$ cat src/rtl/pipe_reg_file.sv
// pipe_reg_file: parametrised register file for the pipelined datapath.
// Two combinational read ports with same-cycle write bypass, one general
// write port, one special-register (link/PC-save) write port, a per-register
// pending-write scoreboard and a multi-cycle clear sequencer.
// Optional feature macro: REG_ZERO_HARDWIRED_EN (register 0 reads as zero,
// writes and scoreboard sets to address 0 are discarded).
module pipe_reg_file #(
    parameter int DATA_W   = 16,
    parameter int ADDR_W   = 4,
    parameter int SPEC_IDX = 15
) (
    input  logic              clk,
    input  logic              rst,
    input  logic              clr_req,
    output logic              busy,
    input  logic [ADDR_W-1:0] rd_a_addr,
    input  logic [ADDR_W-1:0] rd_b_addr,
    output logic [DATA_W-1:0] rd_a_data,
    output logic [DATA_W-1:0] rd_b_data,
    output logic [DATA_W-1:0] spec_data,
    input  logic              wr_en,
    input  logic [ADDR_W-1:0] wr_addr,
    input  logic [DATA_W-1:0] wr_data,
    input  logic              spec_we,
    input  logic [DATA_W-1:0] spec_wdata,
    input  logic              sb_set,
    input  logic [ADDR_W-1:0] sb_addr,
    output logic              rd_a_pend,
    output logic              rd_b_pend
);

    localparam int                DEPTH     = 2 ** ADDR_W;
    localparam logic [ADDR_W-1:0] SPEC_ADDR = ADDR_W'(SPEC_IDX);
    localparam logic [ADDR_W-1:0] LAST_ADDR = {ADDR_W{1'b1}};
`ifdef REG_ZERO_HARDWIRED_EN
    localparam logic ZERO_HW = 1'b1;
`else
    localparam logic ZERO_HW = 1'b0;
`endif

    typedef enum logic [0:0] {
        ST_IDLE  = 1'b0,
        ST_CLEAR = 1'b1
    } state_t;

    state_t            r_state;
    state_t            w_state_nxt;
    logic [ADDR_W-1:0] r_cnt;
    logic [ADDR_W-1:0] w_cnt_nxt;
    logic              r_busy;
    logic [DATA_W-1:0] r_regs [DEPTH];
    logic [DEPTH-1:0]  r_pend;

    logic              w_idle;
    logic              w_wr_en;
    logic              w_spec_en;
    logic              w_sb_en;

    // Bypassed read value: spec port beats general port beats stored value.
    function automatic logic [DATA_W-1:0] read_mux(
        input logic [ADDR_W-1:0] addr,
        input logic [DATA_W-1:0] stored,
        input logic              spec_en,
        input logic [DATA_W-1:0] spec_d,
        input logic              gen_en,
        input logic [ADDR_W-1:0] gen_addr,
        input logic [DATA_W-1:0] gen_d
    );
        logic [DATA_W-1:0] v;
        if (ZERO_HW && (addr == {ADDR_W{1'b0}})) begin
            v = {DATA_W{1'b0}};
        end else if (spec_en && (addr == SPEC_ADDR)) begin
            v = spec_d;
        end else if (gen_en && (addr == gen_addr)) begin
            v = gen_d;
        end else begin
            v = stored;
        end
        return v;
    endfunction

    // Visible pending flag: a write in flight hides the bit unless a new
    // producer is issuing to the same register in the same cycle.
    function automatic logic pend_mux(
        input logic              addr_eq_dummy,
        input logic [ADDR_W-1:0] addr,
        input logic              stored,
        input logic              spec_en,
        input logic              gen_en,
        input logic [ADDR_W-1:0] gen_addr,
        input logic              set_en,
        input logic [ADDR_W-1:0] set_addr
    );
        logic hit;
        logic set_hit;
        hit     = (gen_en && (addr == gen_addr)) || (spec_en && (addr == SPEC_ADDR));
        set_hit = set_en && (addr == set_addr);
        return stored & ~(hit & ~set_hit) & ~addr_eq_dummy;
    endfunction

    // Qualify the write/set requests: ignored during CLEAR and, when
    // register 0 is hardwired, for address 0.
    always_comb begin
        w_idle    = (r_state == ST_IDLE);
        w_wr_en   = wr_en   & w_idle & ~(ZERO_HW & (wr_addr == {ADDR_W{1'b0}}));
        w_spec_en = spec_we & w_idle & ~(ZERO_HW & (SPEC_ADDR == {ADDR_W{1'b0}}));
        w_sb_en   = sb_set  & w_idle & ~(ZERO_HW & (sb_addr == {ADDR_W{1'b0}}));
    end

    // Combinational read ports and pending flags.
    always_comb begin
        rd_a_data = read_mux(rd_a_addr, r_regs[rd_a_addr], w_spec_en, spec_wdata,
                             w_wr_en, wr_addr, wr_data);
        rd_b_data = read_mux(rd_b_addr, r_regs[rd_b_addr], w_spec_en, spec_wdata,
                             w_wr_en, wr_addr, wr_data);
        spec_data = read_mux(SPEC_ADDR, r_regs[SPEC_ADDR], w_spec_en, spec_wdata,
                             w_wr_en, wr_addr, wr_data);
        rd_a_pend = pend_mux(1'b0, rd_a_addr, r_pend[rd_a_addr], w_spec_en,
                             w_wr_en, wr_addr, w_sb_en, sb_addr);
        rd_b_pend = pend_mux(1'b0, rd_b_addr, r_pend[rd_b_addr], w_spec_en,
                             w_wr_en, wr_addr, w_sb_en, sb_addr);
    end

    // Clear sequencer next-state: sweep every address once, then go idle.
    always_comb begin
        w_state_nxt = r_state;
        w_cnt_nxt   = r_cnt;
        case (r_state)
            ST_IDLE: begin
                if (clr_req) begin
                    w_state_nxt = ST_CLEAR;
                end else begin
                    w_state_nxt = ST_IDLE;
                end
            end
            ST_CLEAR: begin
                w_cnt_nxt = r_cnt + ADDR_W'(1);
                if (r_cnt == LAST_ADDR) begin
                    w_state_nxt = ST_IDLE;
                end else begin
                    w_state_nxt = ST_CLEAR;
                end
            end
            default: begin
                w_state_nxt = ST_IDLE;
                w_cnt_nxt   = {ADDR_W{1'b0}};
            end
        endcase
    end

    // Clear sequencer state, counter and registered busy flag.
    always_ff @(posedge clk or negedge rst) begin
        if (!rst) begin
            r_state <= ST_IDLE;
            r_cnt   <= {ADDR_W{1'b0}};
            r_busy  <= 1'b0;
        end else begin
            r_state <= w_state_nxt;
            r_cnt   <= w_cnt_nxt;
            r_busy  <= (w_state_nxt == ST_CLEAR);
        end
    end

    assign busy = r_busy;

    // Register storage: clear sweep, else general then spec write (spec wins).
    always_ff @(posedge clk or negedge rst) begin
        if (!rst) begin
            for (int i = 0; i < DEPTH; i++) begin
                r_regs[i] <= {DATA_W{1'b0}};
            end
        end else if (r_state == ST_CLEAR) begin
            r_regs[r_cnt] <= {DATA_W{1'b0}};
        end else begin
            if (w_wr_en) begin
                r_regs[wr_addr] <= wr_data;
            end
            if (w_spec_en) begin
                r_regs[SPEC_ADDR] <= spec_wdata;
            end
        end
    end

    // Scoreboard: writes clear their target, a set issued last wins.
    always_ff @(posedge clk or negedge rst) begin
        if (!rst) begin
            r_pend <= {DEPTH{1'b0}};
        end else if (r_state == ST_CLEAR) begin
            r_pend[r_cnt] <= 1'b0;
        end else begin
            if (w_wr_en) begin
                r_pend[wr_addr] <= 1'b0;
            end
            if (w_spec_en) begin
                r_pend[SPEC_ADDR] <= 1'b0;
            end
            if (w_sb_en) begin
                r_pend[sb_addr] <= 1'b1;
            end
        end
    end

endmodule

$ cat config.mk
export PLATFORM = sky130hd
export DESIGN_NAME = pipe_reg_file
export DESIGN_NICKNAME = d
export VERILOG_FILES = /design/src/rtl/pipe_reg_file.sv
export SDC_FILE = /design/constraint.sdc
export NUM_CORES = 1
export LEC_CHECK = 0
export BUFFER_PORTS_ARGS = -buffer_cell sky130_fd_sc_hd__buf_2
export CAP_MARGIN = 40
export CORE_MARGIN = 8
export CORE_UTILIZATION = 45
export CTS_CLUSTER_DIAMETER = 150
export CTS_CLUSTER_SIZE = 20
export DETAILED_ROUTE_END_ITERATION = 8
export PLACE_DENSITY = 0.66
export SETUP_SLACK_MARGIN = 0.1
export SYNTH_ARGS = -nofsm -noshare
export SYNTH_HDL_FRONTEND = slang
export SYNTH_SLANG_ARGS = --single-unit
$ cat constraint.sdc
create_clock -name clk -period 3 [get_ports clk]
set_input_delay 0 -clock clk [delete_from_list [all_inputs] [get_ports clk]]
set_output_delay 0 -clock clk [all_outputs]
set_load 0.02 [all_outputs]
==> results.md <==
- Status: complete, no violations
- Post-DP Area: around 17000 sq um
- Drt pass-1 iters: 5
- Avg WL per Cell: between 20 and 30 microns
- Crit path capture type: output port
- Clock buffer depth: 3
- Vias in the first global route: roughly 14000
- Min-Delay Path Class: in -> reg
- Critical Path RT: about 3.0 ns
- Register bit total from synthesis: between 200 and 300
- Synth top cells by count: dfrtp_1, a22o_1, mux2i_1
- Fin Setup TNS: 0 ns
- RSZ-0062 raised after global routing: false
- EDFF count, synth: 0
- Worst r2r src: busy$_DFF_PN0_
- Power Density: ~660 nW/um^2
- Compound-gate portion of the synthesized area: 0.233
- Clk slew on worst S/H paths: 0.09 ns
- Tmin final: roughly 2.7 ns
- Netlist cell types: 50
- Finished Cell Area: ~18000 sq um
- Core area: around 36000 sq um
- Total of warnings raised by yosys: 0
- Relative slew slack: 0.438
- CTS tree: built
- Die Wd: just over 200 microns
- Initial drt markers: 1555
- Share of cells above drive strength 1: 0.227
- Max Cap Viol: 0
- Synth Instances: ~1400
- Most frequent cell after synthesis: dfrtp_1
- Worst r2r dst: r_pend[7]$_DFF_PN0_
- Root Buffer: clkbuf_16
- Syn avg cell area: roughly 12 sq um
- Adder-Cell Fraction of Synth Area: 0.00304
- Ys flop type: dfrtp_1
- Fin. max-slew vios: 0
- Sequential area share after synthesis: 0.421
- Port Buffers: 104
- First-pass GRT wire length: 84000 microns
- Remaining global-route overflow: 0
- Final hold vios: 0
- Crit-path max FO: 32
- R2r worst-path depth: 7
- Largest net degree at the start of global routing: 94
- Starting Density: 0.453
- DP Worst Slack: 0.599 ns
- Fmax: approximately 0.37 GHz
- Clock sink total: 277
- Simple-gate area share of the yosys netlist: 0.0879
- Endpoints failing setup: 0
- Syn Nets: 1459
- Clock latency on the worst-skew pair: between 0.5 and 0.6 ns
- Placed cell count: ~1900
- Total routed wirelength: roughly 54000 microns
- Peak supply drop: just over 0.6 mV
- # IOs: between 100 and 150
- Crit path largest cell delay: roughly 0.51 ns
- Antenna violations before repair: 0
- Setup ws final: 0.283 ns
- Drt drc: 0
- Synth async-reset ratio: 1.00
- Crit Path Category: reg -> out
- Pleak: 8.07 nW
- CP max-delay cell: dfrtp_1
- Startpoint Class: flop
- Area leader, netlist: dfrtp_1
- Synth Area in XOR/XNOR: 0.0101
- Slew of the pin with the lowest slew margin: 0.843 ns
- CTS buffer count: 17
- Die ar.: about 43000 sq um
- Largest family of logic cells by synthesized area: compound AO/OA/AOI/OAI gates
- Diode count: 0
- Post-CTS setup repair buffer count: 0
- H-Tree Depth: 1
- Vias per cell: roughly 6.8
- Layout Skew: between 0.01 and 0.015 ns
- Cell Count, Final, Fillers Out: 1930
- Cell row count: 70
- Die height: around 210 microns
- Gpl congestion: ~0.94
- Period Utilization, post-route: 0.906
- CP endpoint: rd_b_data[12]
- CP Cell Sequence: buf_6 -> nor2b_2 -> buf_4 -> and3_1 -> buf_4 -> o31ai_2 -> buf_2
- Via Count: between 10000 and 15000
- CP Launch Point: busy$_DFF_PN0_
- GRT Util Overall: 0.247
- Syn-to-layout area delta: 9.41%
- Final ANT Viol Nets: 0
- Most frequent cell on the critical path: buf_4
- Fillers: ~3100
- Mux contribution to synthesized area: 0.190
- Layout Nets: between 1500 and 2000
- Area share of the largest cell type after synthesis: 0.421
- Dpl hpwl: 36900 microns
- Largest cells by area after synthesis: dfrtp_1, a22o_1, mux4_2, mux2i_1, nand2_1
- CP Data Arrival Time: 2.72 ns
- Netlist Area Pre-Place: ~16000 sq um
- Worst R2R Setup Slack: roughly 0.6 ns
-- worst max-delay path, delay by kind of cell (launching register included) --
kind	cells	cell delay (ns)
flip-flops	1	0.51
buffers and inverters	4	0.99
AO/OA/AOI/OAI	1	0.41
AND/OR/NAND/NOR	2	0.27
-- logic make-up after synthesis --
logic type / count (synthesis)
AOI/OAI and AO/OA: 455
DFF: 277
and+or+nand+nor: 263
muxes: 220
buffers and inverters: 163
xor gates and xnor gates: 19
adders and majority gates: 4
-- worst min-delay path by stage --
stage                           start                       to  slack (ns)  cells after the start
final                     wr_data[15]  r_regs[127]$_DFFE_PN0P_        0.02                      2
after global routing      wr_data[12]  r_regs[140]$_DFFE_PN0P_        0.01                      2
after CTS                 wr_data[15]   r_regs[79]$_DFFE_PN0P_       0.003                      2
after detailed placement          rst  r_regs[246]$_DFFE_PN0P_        0.07                      1
after global placement            rst  r_regs[247]$_DFFE_PN0P_        0.07                      1
after floorplan                   rst           busy$_DFF_PN0_       -0.30                      0
-- through the flow --
| step | hold WS [ns] | total power, mW | util |
|---|---|---|---|
| final | 0.0174 | 11.8 | 0.496 |
| after global routing | 0.0144 | 12.3 | 0.496 |
| after CTS | 0.00316 | 11.8 | 0.496 |
| after detailed placement | 0.0674 | 9.48 | 0.477 |
| after global placement | 0.0734 | 9.32 | 0.475 |
| after floorplan | -0.296 | 8.02 | - |
-- state kept, by name, indices dropped and copies added, names as in the netlist --
signal	count
r_cnt	4
r_regs	256
busy	1
r_pend	16
-- where the power goes --
group	internal (mW)	leakage, nW	total, mW	switching [mW]
registers	4.53	3.82	5.33	0.800
clock network	1.02	0.213	2.28	1.26
logic	1.85	4.04	4.20	2.35
total	7.39	8.07	11.8	4.42
-- layer usage --
| metal | wire (microns) | vias to the layer above | global-route usage |
|---|---|---|---|
| li1 | - | 5544 | - |
| met1 | 21800 | 6765 | 0.326 |
| met2 | 25600 | 747 | 0.394 |
| met3 | 4470 | 138 | 0.0441 |
| met4 | 2450 | 0 | 0.108 |
| met5 | 0 | - | 0 |
-- timing repair --
item	4_1_cts	5_1_grt
hold buffers	24	0
hold endpoints to repair	119	0
resized for setup	0	1
endpoints found under the setup margin	0	1
-- cell usage in the layout (no fill, tap or decap), drive strengths merged, types with 17 or more instances in the layout --
cell type	synthesis	final
dlygate4sd3	0	24
buf	102	176
a22o	241	241
mux4	72	72
nand2	91	91
o31ai	32	32
nor2	46	46
clkbuf	55	17
and3	39	39
a211oi	34	34
o22ai	64	64
a21oi	40	40
dfrtp	277	277
and2	17	17
nor2b	27	27
mux2i	148	148
-- area by class of cell --
| class | count | area, sq um | area share |
|---|---|---|---|
| repair buffers | 200 | 1420 | 0.0788 |
| clock buffers | 17 | 425 | 0.0236 |
| well taps | 468 | 586 | 0.0325 |
| flip-flops and latches | 277 | 6930 | 0.385 |
| multi-input cells | 961 | 8630 | 0.479 |
| inverters | 6 | 22.5 | 0.00125 |
| clock inverters | 1 | 5.00 | 0.000278 |
No activity file was read; power rests on OpenSTA's default activity.
